===== src/rtl/qformat_pkg.sv =====
// Shared Q-format sign-magnitude definitions: default widths, FSM encodings and
// the magnitude/pack helpers also used by the sequential multiplier.
package qformat_pkg;

    localparam int unsigned DefN = 16;
    localparam int unsigned DefQ = 8;

    // Helpers work on a wide container so any N up to MaxW can share them.
    localparam int unsigned MaxW = 64;

    localparam logic [1:0] StIdle = 2'd0;
    localparam logic [1:0] StRun  = 2'd1;
    localparam logic [1:0] StDone = 2'd2;

    function automatic logic [MaxW-1:0] sm_mag(
        input logic [MaxW-1:0] w,
        input int unsigned     n
    );
        return w & ((MaxW'(1) << (n - 1)) - MaxW'(1));
    endfunction

    // Clamp to the largest n-bit magnitude and drop the sign of a zero result.
    function automatic logic [MaxW-1:0] sm_pack_sat(
        input logic            sign,
        input logic [MaxW-1:0] mag,
        input logic            force_sat,
        input int unsigned     n
    );
        logic [MaxW-1:0] lim;
        logic [MaxW-1:0] m;
        logic            s;
        lim = (MaxW'(1) << (n - 1)) - MaxW'(1);
        m   = (force_sat || (mag > lim)) ? lim : mag;
        s   = (m != '0) && sign;
        return (MaxW'(s) << (n - 1)) | m;
    endfunction

endpackage


===== src/rtl/qdiv_step.sv =====
// One restoring-division step: shift in a numerator bit, subtract the divisor if it fits.
module qdiv_step #(
    parameter int unsigned MW = 15
) (
    input  logic [MW-1:0] i_rem,
    input  logic          i_bit,
    input  logic [MW-1:0] i_dvs,
    output logic [MW-1:0] o_rem,
    output logic          o_qbit
);

    logic [MW:0] w_shift;

    // The remainder stays below the divisor, so the result always fits back in MW bits.
    always_comb begin
        w_shift = {i_rem, i_bit};
        o_qbit  = (w_shift >= {1'b0, i_dvs});
        o_rem   = MW'(o_qbit ? (w_shift - {1'b0, i_dvs}) : w_shift);
    end

endmodule


===== src/rtl/qdiv_seq.sv =====
// Sequential sign-magnitude Q-format divider, one quotient bit per clock,
// with saturation and divide-by-zero flagged through o_overflow.
module qdiv_seq
    import qformat_pkg::*;
#(
    parameter int unsigned N = DefN,
    parameter int unsigned Q = DefQ
) (
    input  logic         i_clk,
    input  logic         i_rst,
    input  logic [N-1:0] i_dividend,
    input  logic [N-1:0] i_divisor,
    input  logic         i_start,
    output logic [N-1:0] o_quotient_out,
    output logic         o_complete,
    output logic         o_overflow,
    output logic         o_busy
);

    localparam int unsigned D  = N - 1 + Q;
    localparam int unsigned CW = $clog2(D + 1);

    logic [1:0]   r_state;
    logic [D-1:0] r_num;
    logic [D-1:0] r_quot;
    logic [N-2:0] r_dvs;
    logic [N-2:0] r_rem;
    logic [CW-1:0] r_cnt;
    logic         r_sign;
    logic [N-1:0] r_quot_out;
    logic         r_complete;
    logic         r_overflow;

    logic [N-2:0] w_rem;
    logic         w_qbit;
    logic         w_sat;

    qdiv_step #(
        .MW(N - 1)
    ) u_step (
        .i_rem (r_rem),
        .i_bit (r_num[D-1]),
        .i_dvs (r_dvs),
        .o_rem (w_rem),
        .o_qbit(w_qbit)
    );

    // Integer part wider than the magnitude field, or a zero divisor, saturates.
    assign w_sat = (r_dvs == '0) || (r_quot[D-1:N-1] != '0);

    always_ff @(posedge i_clk) begin
        if (i_rst) begin
            r_state    <= StIdle;
            r_num      <= '0;
            r_quot     <= '0;
            r_dvs      <= '0;
            r_rem      <= '0;
            r_cnt      <= '0;
            r_sign     <= 1'b0;
            r_quot_out <= '0;
            r_complete <= 1'b0;
            r_overflow <= 1'b0;
        end else begin
            case (r_state)
                StIdle, StDone: begin
                    if (i_start) begin
                        r_num      <= D'(sm_mag(MaxW'(i_dividend), N) << Q);
                        r_dvs      <= (N-1)'(sm_mag(MaxW'(i_divisor), N));
                        r_sign     <= i_dividend[N-1] ^ i_divisor[N-1];
                        r_rem      <= '0;
                        r_quot     <= '0;
                        r_cnt      <= CW'(D);
                        r_complete <= 1'b0;
                        r_overflow <= 1'b0;
                        r_state    <= StRun;
                    end
                end
                StRun: begin
                    if (r_cnt != '0) begin
                        r_rem  <= w_rem;
                        r_quot <= {r_quot[D-2:0], w_qbit};
                        r_num  <= {r_num[D-2:0], 1'b0};
                        r_cnt  <= r_cnt - CW'(1);
                    end else begin
                        // Final cycle packs the result so o_complete rises D+1 edges after start.
                        r_quot_out <= N'(sm_pack_sat(r_sign, MaxW'(r_quot), w_sat, N));
                        r_overflow <= w_sat;
                        r_complete <= 1'b1;
                        r_state    <= StDone;
                    end
                end
                default: r_state <= StIdle;
            endcase
        end
    end

    assign o_quotient_out = r_quot_out;
    assign o_complete     = r_complete;
    assign o_overflow     = r_overflow;
    assign o_busy         = (r_state == StRun);

endmodule


===== config.mk =====
export PLATFORM = sky130hd
export DESIGN_NAME = qdiv_seq
export DESIGN_NICKNAME = d
export VERILOG_FILES = /design/src/rtl/qformat_pkg.sv /design/src/rtl/qdiv_step.sv /design/src/rtl/qdiv_seq.sv
export SDC_FILE = /design/constraint.sdc
export NUM_CORES = 1
export LEC_CHECK = 0
export BUFFER_PORTS_ARGS = -buffer_cell sky130_fd_sc_hd__buf_2
export CAP_MARGIN = 25
export CORE_UTILIZATION = 35
export DETAILED_ROUTE_END_ITERATION = 16
export PLACE_DENSITY = 0.65
export SYNTH_ARGS = -nofsm -noshare
export SYNTH_HDL_FRONTEND = slang
export SYNTH_SLANG_ARGS = --single-unit

===== constraint.sdc =====
create_clock -name i_clk -period 2.4 [get_ports i_clk]
set_input_delay 0.48 -clock i_clk [delete_from_list [all_inputs] [get_ports i_clk]]
set_output_delay 0.48 -clock i_clk [all_outputs]
set_load 0.01 [all_outputs]

=== After elaboration in Yosys (flattened, before gate mapping) ===
Index checks and enable logic that the tools add are counted.

* Register bits: 102
* Bits in latches: 0
* Bits in writable memories: 0
* Memory bits (read-only): 0
* Input port bits: 35
* Output and inout port bits: 19
* Logic and storage cells: 59
* Memories kept: 0

* Add/sub/neg operators: 2
* Multiply operators: 0
* Div/mod/pow operators: 0
* Magnitude comparators: 2
* Equal/unequal tests: 5
* Shift-type cells: 0
* Muxes and demuxes: 22
* Bitwise gates (word level): 3
* Reductions and logical operators: 15

{| class="wikitable"
|+ Operator list
! cell !! number
|-
| $mux W23 || 5
|-
| $pmux W23 S2 || 2
|-
| $reduce_bool A64 Y1 || 1
|-
| $mux W15 || 3
|-
| $pmux W15 S2 || 1
|-
| $gt A23 B15 Y1 const B || 1
|-
| $ge A16 B15 Y1 || 1
|-
| $or A16 B16 Y16 || 1
|-
| $logic_not A15 Y1 || 1
|-
| $sub A15 B15 Y15 || 1
|-
| $mux W5 || 2
|-
| $pmux W5 S2 || 1
|-
| $reduce_bool A8 Y1 || 1
|-
| $reduce_and A2 Y1 || 3
|-
| $reduce_and A3 Y1 || 2
|-
| $reduce_bool A5 Y1 || 1
|-
| $sub A5 B1 Y5 const B || 1
|-
| $mux W2 || 2
|-
| $ne A2 B2 Y1 const B || 2
|-
| $pmux W1 S2 || 2
|-
| $pmux W2 S2 || 1
|-
| $mux W1 || 3
|-
| $eq A2 B1 Y1 const B || 1
|-
| $eq A2 B2 Y1 const B || 1
|-
| 8 further kinds || 9
|}

=== Longest topological paths before layout ===
Gate-level depths: netlist (run 1).

* Word-level depth: 7
* Depth in mapped cells: 10

=== Modules after synthesis ===
Synthesis (run 1) repeated with hierarchy kept, for this count alone.

* Cell total of the unflattened synthesis: 615
* Area total of the unflattened synthesis: 4,913.5 µm²

{| class="wikitable"
|+ Modules (own cells, without submodules)
! module !! instances !! cells each !! area an instance (µm²) !! seq. area each (µm²)
|-
| qdiv_seq || 1 || 452 || 3,728.6 || 1,881.8
|-
| qdiv_step || 1 || 163 || 1,184.9 || 0.0
|}

=== Least setup slack after synthesis (run 1) ===
No wires, ideal clock.

* Path type: reg-to-reg
* From: register r_num[22]
* To: register r_rem[11]
* Library setup time: 0.120 ns
* Arrival time: 2.050 ns
* Required time: 2.280 ns
* Slack: 0.230 ns
* Cell stages (with the launch flop): 11
* Clock period less this slack: 2.170 ns
* Cells stage by stage: dfxtp_1 inv_1 ha_1 fa_1 nand2b_1 a211oi_2 o211ai_2 nand3b_2 buf_6 mux2i_1 o21ai_1

* Cells in the longest elaborated chain, start to end: 4
* Elaborated cells on any way between the ends: 5

{| class="wikitable"
|+ Ends and longest elaborated chain
! element !! RTL line !! RTL
|-
| start: declaration || qdiv_seq.sv:24 || <nowiki>logic [D-1:0] r_num;</nowiki>
|-
| start signal: assignment || qdiv_seq.sv:67 || <nowiki>r_num <= D'(sm_mag(MaxW'(i_dividend), N) << Q);</nowiki>
|-
| start signal: assignment || qdiv_seq.sv:82 || <nowiki>r_num <= {r_num[D-2:0], 1'b0};</nowiki>
|-
| $sub A15 B15 Y15 or $ge A16 B15 Y1 (tied branches) || qdiv_step.sv:18, qdiv_step.sv:17 ||
|-
| $mux W15 * || qdiv_step.sv:18 || <nowiki>o_rem = MW'(o_qbit ? (w_shift - {1'b0, i_dvs}) : w_shift);</nowiki>
|-
| $mux W15 * || qdiv_seq.sv:79 || <nowiki>if (r_cnt != '0) begin</nowiki>
|-
| $pmux W15 S2 * || qdiv_seq.sv:64 || <nowiki>case (r_state)</nowiki>
|-
| end signal: assignment || qdiv_seq.sv:80 || <nowiki>r_rem <= w_rem;</nowiki>
|-
| end: declaration || qdiv_seq.sv:27 || <nowiki>logic [N-2:0] r_rem;</nowiki>
|}

Every way passes the cells marked *; elsewhere a longest branch is shown, timed or not. The select of a mux whose other input is x is not followed.
A chain may end at the register's enable or synchronous reset.

=== Worst setup path after layout (run 1) ===
Ends and elaborated chain as after synthesis.

==> summary.txt, run 1 <==
Synthesis
  • Main combinational cell family by area after synthesis: simple AND/OR/NAND/NOR gates
  • Post-synthesis mux area share: 0.01801
  • #FFs+latches synth: 94
  • Compound-Gate Fraction of Synth Area: 0.2077
  • Synth Area in Simple Gates: 0.2226
  • Number of synthesized flops with an enable pin: 0
  • Syn Nets: 577
  • Synth warnings: 0
  • Cell Area, Synth: 0.004446 mm2
  • Asr flop ratio synth: 0
  • Synth Area in XOR/XNOR: 0.02561
  • Post-synth cell types: 48
  • Mapped Cells: 524
  • Synthesized area per cell: 8.484 um2
  • Adder-cell area share of the yosys netlist: 0.05235
  • Top_reg_cell synth: dfxtp_1
  • Register area share after synthesis: 0.4233

Layout
  • Layout area overhead: 18.07%
  • Fraction of layout cells with a size suffix above 1: 0.1848
  • Commonest non-fill, non-tap cell in the layout: nand2_1
  • Area of the multi-input gates: 0.002371 mm2
  • Final nets: 628
  • Reg area: 0.001882 mm2
  • Most frequent cells in the layout: nand2_1 (95), dfxtp_1 (94), buf_2 (53)
  • Antenna cells: 0
  • Fill cell count: 1,253

Job
  • Max-cap viol count: 0

Setup path
  • R2R depth: 10
  • Delay-heaviest family, CP: adder cells
  • Crit path buf inv count: 2
  • CP max stage cell: fa_2
  • Crit. End Element: flip-flop
  • CP Class: flip-flop to flip-flop
  • WP data required: 2.63 ns
  • CP arrival: 2.45 ns
  • CP max FO: 6
  • Startpoint types: flip-flop
  • R2R setup slack: 0.17 ns
  • Max stage delay on crit path: 0.36 ns
  • Worst path cell trace: inv_1, ha_1, fa_2, nand2b_4, a211oi_4, o211ai_2, nand3b_4, buf_4, mux2i_1, o21ai_1
  • Levels on crit path: 10

Floorplanning
  • Initial core utilization: 0.3640
  • Die width: 114.7 um
  • Core ar.: 0.01221 mm2
  • Standard-cell row count: 40
  • Die height: 114.7 um
  • # IOs: 54
  • DIE AREA: 0.01316 mm2

Detailed routing
  • Avg WL per Cell: 14.07 um
  • Final ANT Viol Nets: 0
  • Via-to-Cell Ratio: 5.147
  • Drt pass-1 iters: 5
  • DR iter-0 viols: 214
  • Vias: 3,845
  • DRC: 0
  • Routed WL: 10.51 mm

Worst hold path
  • Hold Crit Depth: 2
  • Hold Path Class: input port to flip-flop

STA
  • Post-layout min period: 2.226 ns
  • Peak Freq: 449.3 MHz
  • RSZ-0062 raised after global routing: false
  • Final setup vio count: 0
  • Worst Skew: 0.005999 ns
  • Relative slew margins: 0.5627
  • Tcrit/Tclk final: 0.9274
  • Final slew viol count: 0
  • Worst hold slack: 0.3671 ns
  • Worst slew pin tran: 0.6559 ns
  • Setup_tns: 0 ns
  • Fin. Hold Viols: 0

Global routing
  • Overall Global Routing Usage: 0.1695
  • First-pass GRT wire length: 17.57 mm
  • Initial antenna violation count: 0
  • Largest net degree at the start of global routing: 56
  • Gr ovfl total: 0
  • Vias in the first global route: 3,761

Clock tree
  • H-Tree Depth: 3
  • Hold Buf Count CTS: 0
  • Clock Path Buffers: 2
  • CTS tree: built
  • Skew-Pair Late Insertion Delay: 0.35 ns
  • CTS Sinks: 94
  • Worst-path clk slew: 0.07 ns
  • Root buffer cell: clkbuf_16
  • Number of buffers created by CTS: 9

Outcome
  • Status: finished, final reports clean

Place
  • Port buffer count: 53
  • GP Congestion: 0.8769
  • DP HPWL: 7.602 mm

Power and ir drop
  • Sequential power share: 0.380
  • Comb pwr share: 0.309
  • Static Leak: 2.117 nW
  • Switching share of total power: 0.3220
  • NetSw: 1.494 mW
  • Int Power: 3.146 mW
  • Clock Power Share: 0.311
  • Pwr dens: 884.0 mW/mm2
  • Worst vdd ir: 0.3655 mV
==> repair_timing <==
item,CTS,global route
setup endpoints to repair,0,13
endpoints found under the hold margin,0,0
setup buffers,0,1
resized for setup,0,4
==> worst reg2reg max path: stages, from the launching register on <==
cell,delay (ns)
dfxtp_1,0.33
inv_1,0.06
ha_1,0.21
fa_2,0.36
nand2b_4,0.17
a211oi_4,0.29
o211ai_2,0.14
nand3b_4,0.11
buf_4,0.15
mux2i_1,0.21
o21ai_1,0.08
==> routing by layer <==
| layer | track usage | share of wire | vias up |
|---|---|---|---|
| li1 | - | - | 1953 |
| met1 | 0.2119 | 0.46 | 1793 |
| met2 | 0.2840 | 0.47 | 87 |
| met3 | 0.04500 | 0.054 | 12 |
| met4 | 0.05541 | 0.015 | 0 |
| met5 | 0 | 0 | - |
==> cells in the mapped netlist (3+ instances only) <==
library cell / count / area [um2]
a211oi_1: 6 / 45.04
a21o_1: 4 / 30.03
a21oi_1: 34 / 170.2
a22o_1: 24 / 210.2
a311oi_1: 5 / 43.79
a311oi_2: 10 / 150.1
and4_1: 3 / 26.28
buf_2: 11 / 55.05
clkbuf_1: 17 / 63.81
dfxtp_1: 94 / 1882
ha_1: 17 / 212.7
inv_1: 21 / 78.83
mux2i_1: 8 / 80.08
nand2_1: 95 / 356.6
nand2b_1: 5 / 31.28
nand3_1: 7 / 35.03
nand4_1: 5 / 31.28
nor2_1: 43 / 161.4
nor2_2: 3 / 18.77
nor3_1: 36 / 180.2
nor4_1: 9 / 56.30
o211ai_1: 5 / 37.54
o21a_1: 3 / 22.52
o21ai_0: 4 / 20.02
o21ai_1: 12 / 60.06
o2bb2a_1: 4 / 40.04
or3_1: 3 / 18.77
xnor2_1: 7 / 61.31
xor2_1: 6 / 52.55
==> final cells by class <==
type	count	area share
multi-input combinational	378	0.4517
tap	168	0.04005
timing repair buffer	70	0.07723
inverter	22	0.01573
clock inverter	4	0.01049
clock buffer	11	0.04625
sequential	94	0.3585
==> flip-flops by register name (all words and copies together), names as in the netlist <==
register and flops:
r_num 15, r_rem 15, o_complete 1, o_overflow 1
r_cnt 5, r_sign 1, o_quotient_out 16, r_quot 23
r_dvs 15, r_state 2
==> per-stage QoR <==
stage | util | power [mW] | cells | area (um2) | worst slack, ns
finish | 0.4298 | 4.640 | 747 | 5249 | 0.1742
global route | 0.4298 | 4.900 | 747 | 5249 | 0.02263
CTS | 0.4270 | 4.629 | 746 | 5215 | 0.05779
detailed placement | 0.4027 | 3.182 | 731 | 4917 | 0.09081
global placement | 0.4027 | 3.146 | 731 | 4917 | 0.1883
floorplan | - | 2.801 | 524 | 4446 | 0.2299
==> logic make-up (layout without fill, tap and decap cells) <==
logic type,after synthesis,count (layout)
AO/OA/AOI/OAI,122,122
XOR/XNOR,13,13
adder cells (fa/ha/maj),18,18
buffers and inverters,52,107
flip-flops,94,94
multiplexers,8,8
AND/OR/NAND/NOR,217,217
==> path summary, 6_finish.rpt <==
path	startpoint	end
max	r_num[22]$_SDFFE_PP0P_	r_rem[11]$_SDFFE_PP0P_
min	i_rst	r_state[0]$_SDFFE_PP0P_
max reg2reg	r_num[22]$_SDFFE_PP0P_	r_rem[11]$_SDFFE_PP0P_
min reg2reg	o_complete$_SDFFE_PP0P_	o_complete$_SDFFE_PP0P_
==> power groups by stage <==
stage | Combinational [mW] | Clock (mW) | Sequential (mW)
2_1_floorplan | 1.02 | 0 | 1.78
3_3_place_gp | 1.35 | 0 | 1.79
3_5_place_dp | 1.39 | 0 | 1.80
4_1_cts | 1.40 | 1.47 | 1.76
5_1_grt | 1.58 | 1.54 | 1.77
6_report | 1.43 | 1.44 | 1.76
No activity file was read; power rests on OpenSTA's default activity.
==> inputs of run 2 (changes only) <==
CORE_ASPECT_RATIO = 0.75   (was default)
==> summary.txt, run 2 (synthesis gave the netlist of run 1 again) <==
Outcome
  • Status: finished, final reports clean

Detailed routing
  • Drt pass-1 iters: 5
  • Routed WL: 10.82 mm
  • Vias: 3,947
  • DRC: 0
  • Via-to-Cell Ratio: 5.334
  • Avg WL per Cell: 14.62 um
  • DR iter-0 viols: 233
  • Final ANT Viol Nets: 0

Setup path
  • CP Class: flip-flop to flip-flop
  • Crit. End Element: flip-flop
  • Startpoint types: flip-flop
  • Delay-heaviest family, CP: compound AO/OA/AOI/OAI gates
  • Worst path cell trace: inv_1, ha_1, o211ai_1, a21o_1, a2111oi_0, nor3_1, xor2_1, o21ai_1
  • Max stage delay on crit path: 0.49 ns
  • CP max stage cell: a2111oi_0
  • Crit path buf inv count: 1
  • CP max FO: 5
  • WP data required: 2.62 ns
  • CP arrival: 2.49 ns

Power and ir drop
  • Pwr dens: 885.6 mW/mm2
  • Static Leak: 2.088 nW
  • Comb pwr share: 0.309
  • Worst vdd ir: 0.3992 mV
  • Power Total: 4.607 mW
  • Sequential power share: 0.383
  • NetSw: 1.533 mW
  • Clock Power Share: 0.308
  • Int Power: 3.074 mW
  • Switching share of total power: 0.3327

STA
  • Worst hold slack: 0.3793 ns
  • Final setup vio count: 0
  • Post-layout min period: 2.264 ns
  • Setup_tns: 0 ns
  • Relative slew margins: 0.5339
  • RSZ-0062 raised after global routing: false
  • Final slew viol count: 0
  • Tcrit/Tclk final: 0.9434
  • Worst slew pin tran: 0.6972 ns
  • Peak Freq: 441.6 MHz
  • Fin. Hold Viols: 0
  • Worst Skew: 0.006424 ns

Global routing
  • Gr ovfl total: 0
  • Overall Global Routing Usage: 0.1692
  • Initial antenna violation count: 0
  • Largest net degree at the start of global routing: 39
  • First-pass GRT wire length: 18.10 mm
  • Vias in the first global route: 3,739

Clock tree
  • Hold Buf Count CTS: 0
  • H-Tree Depth: 3
  • Number of buffers created by CTS: 9
  • Skew-Pair Late Insertion Delay: 0.34 ns
  • CTS tree: built
  • Worst-path clk slew: 0.07 ns
  • Root buffer cell: clkbuf_16
  • Clock Path Buffers: 2
  • CTS Sinks: 94

Place
  • DP HPWL: 7.831 mm
  • Port buffer count: 53
  • DP Area: 0.004877 mm2
  • GP Congestion: 0.9090

Floorplanning
  • Initial core utilization: 0.3600
  • Die width: 132.1 um
  • Standard-cell row count: 35
  • DIE AREA: 0.01316 mm2
  • Core ar.: 0.01235 mm2
  • Die height: 99.60 um
  • # IOs: 54

Layout
  • Top reg by flops: r_quot
  • Final nets: 622
  • Most frequent cells in the layout: nand2_1 (94), dfxtp_1 (94), buf_2 (53)
  • Fraction of layout cells with a size suffix above 1: 0.1812
  • Post-route cell area: 0.005202 mm2
  • Max FFs per register: 23
  • Layout area overhead: 17.03%
  • Antenna cells: 0
  • Fill cell count: 1,268

Job
  • Max-cap viol count: 0

Worst hold path
  • Hold Path Class: input port to flip-flop
-- run 2: cell types whose count changed in the layout (fill, tap and decap cells not counted) --
cell / change
buf_4: -7
buf_6: +1
clkbuf_8: -1
clkinv_2: +1
clkinv_4: +1
mux2i_1: -1
mux2i_2: +1
nand2_1: -1
nand2_2: +1
nand3b_2: +1
nand3b_4: -1
-- run 2: path summary, 6_finish.rpt --
kind | start | end | slack [ns] | cells past startpoint
hold / removal | i_divisor[9] | r_dvs[9]$_SDFFE_PP0P_ | 0.38 | 3
setup reg to reg | r_dvs[2]$_SDFFE_PP0P_ | r_rem[13]$_SDFFE_PP0P_ | 0.14 | 8
hold reg to reg | r_state[1]$_SDFFE_PP0P_ | r_state[1]$_SDFFE_PP0P_ | 0.46 | 2
setup / recovery | r_dvs[2]$_SDFFE_PP0P_ | r_rem[13]$_SDFFE_PP0P_ | 0.14 | 8
-- run 2: routing by layer --
metal	routed length, um	track usage	vias up
met2	4838	0.2686	101
li1	-	-	1957
met4	229	0.05993	0
met5	0	0	-
met3	609	0.03466	16
met1	5139	0.2279	1873
-- run 2: worst register-to-register path: stages, from the launching register on --
cell       delay, ns
dfxtp_1         0.36
inv_1           0.06
ha_1            0.41
o211ai_1        0.12
a21o_1          0.23
a2111oi_0       0.49
nor3_1          0.16
xor2_1          0.25
o21ai_1         0.08
-- run 2: cell type report --
type / count / area, um2 / area share
Timing Repair Buffer: 64 / 364.1 / 0.06999
Multi-Input combinational cell: 378 / 2369 / 0.4553
Tap cell: 166 / 207.7 / 0.03992
Inverter: 22 / 82.58 / 0.01587
Sequential cell: 94 / 1882 / 0.3617
Clock buffer: 10 / 229.0 / 0.04401
Clock inverter: 6 / 68.82 / 0.01323
-- run 2: what timing repair did --
item / 4_1_cts / 5_1_grt
buffers inserted: 0 / 0
setup endpoints to repair: 0 / 15
resized for setup: 0 / 6
-- run 2: stage by stage --
step,instances,setup WS (ns),utilization
2_1_floorplan,524,0.2299,-
3_3_place_gp,724,0.1694,0.3949
3_5_place_dp,724,0.05369,0.3949
4_1_cts,740,0.04197,0.4190
5_1_grt,740,0.03087,0.4213
6_report,740,0.1358,0.4213
-- run 2: power by group through the flow --
stage                     clock network (mW)  logic [mW]  registers, mW
after global placement                     0        1.31           1.79
after CTS                               1.44        1.36           1.76
after detailed placement                   0        1.35           1.80
final                                   1.42        1.42           1.77
after floorplan                            0        1.02           1.78
after global routing                    1.52        1.55           1.78
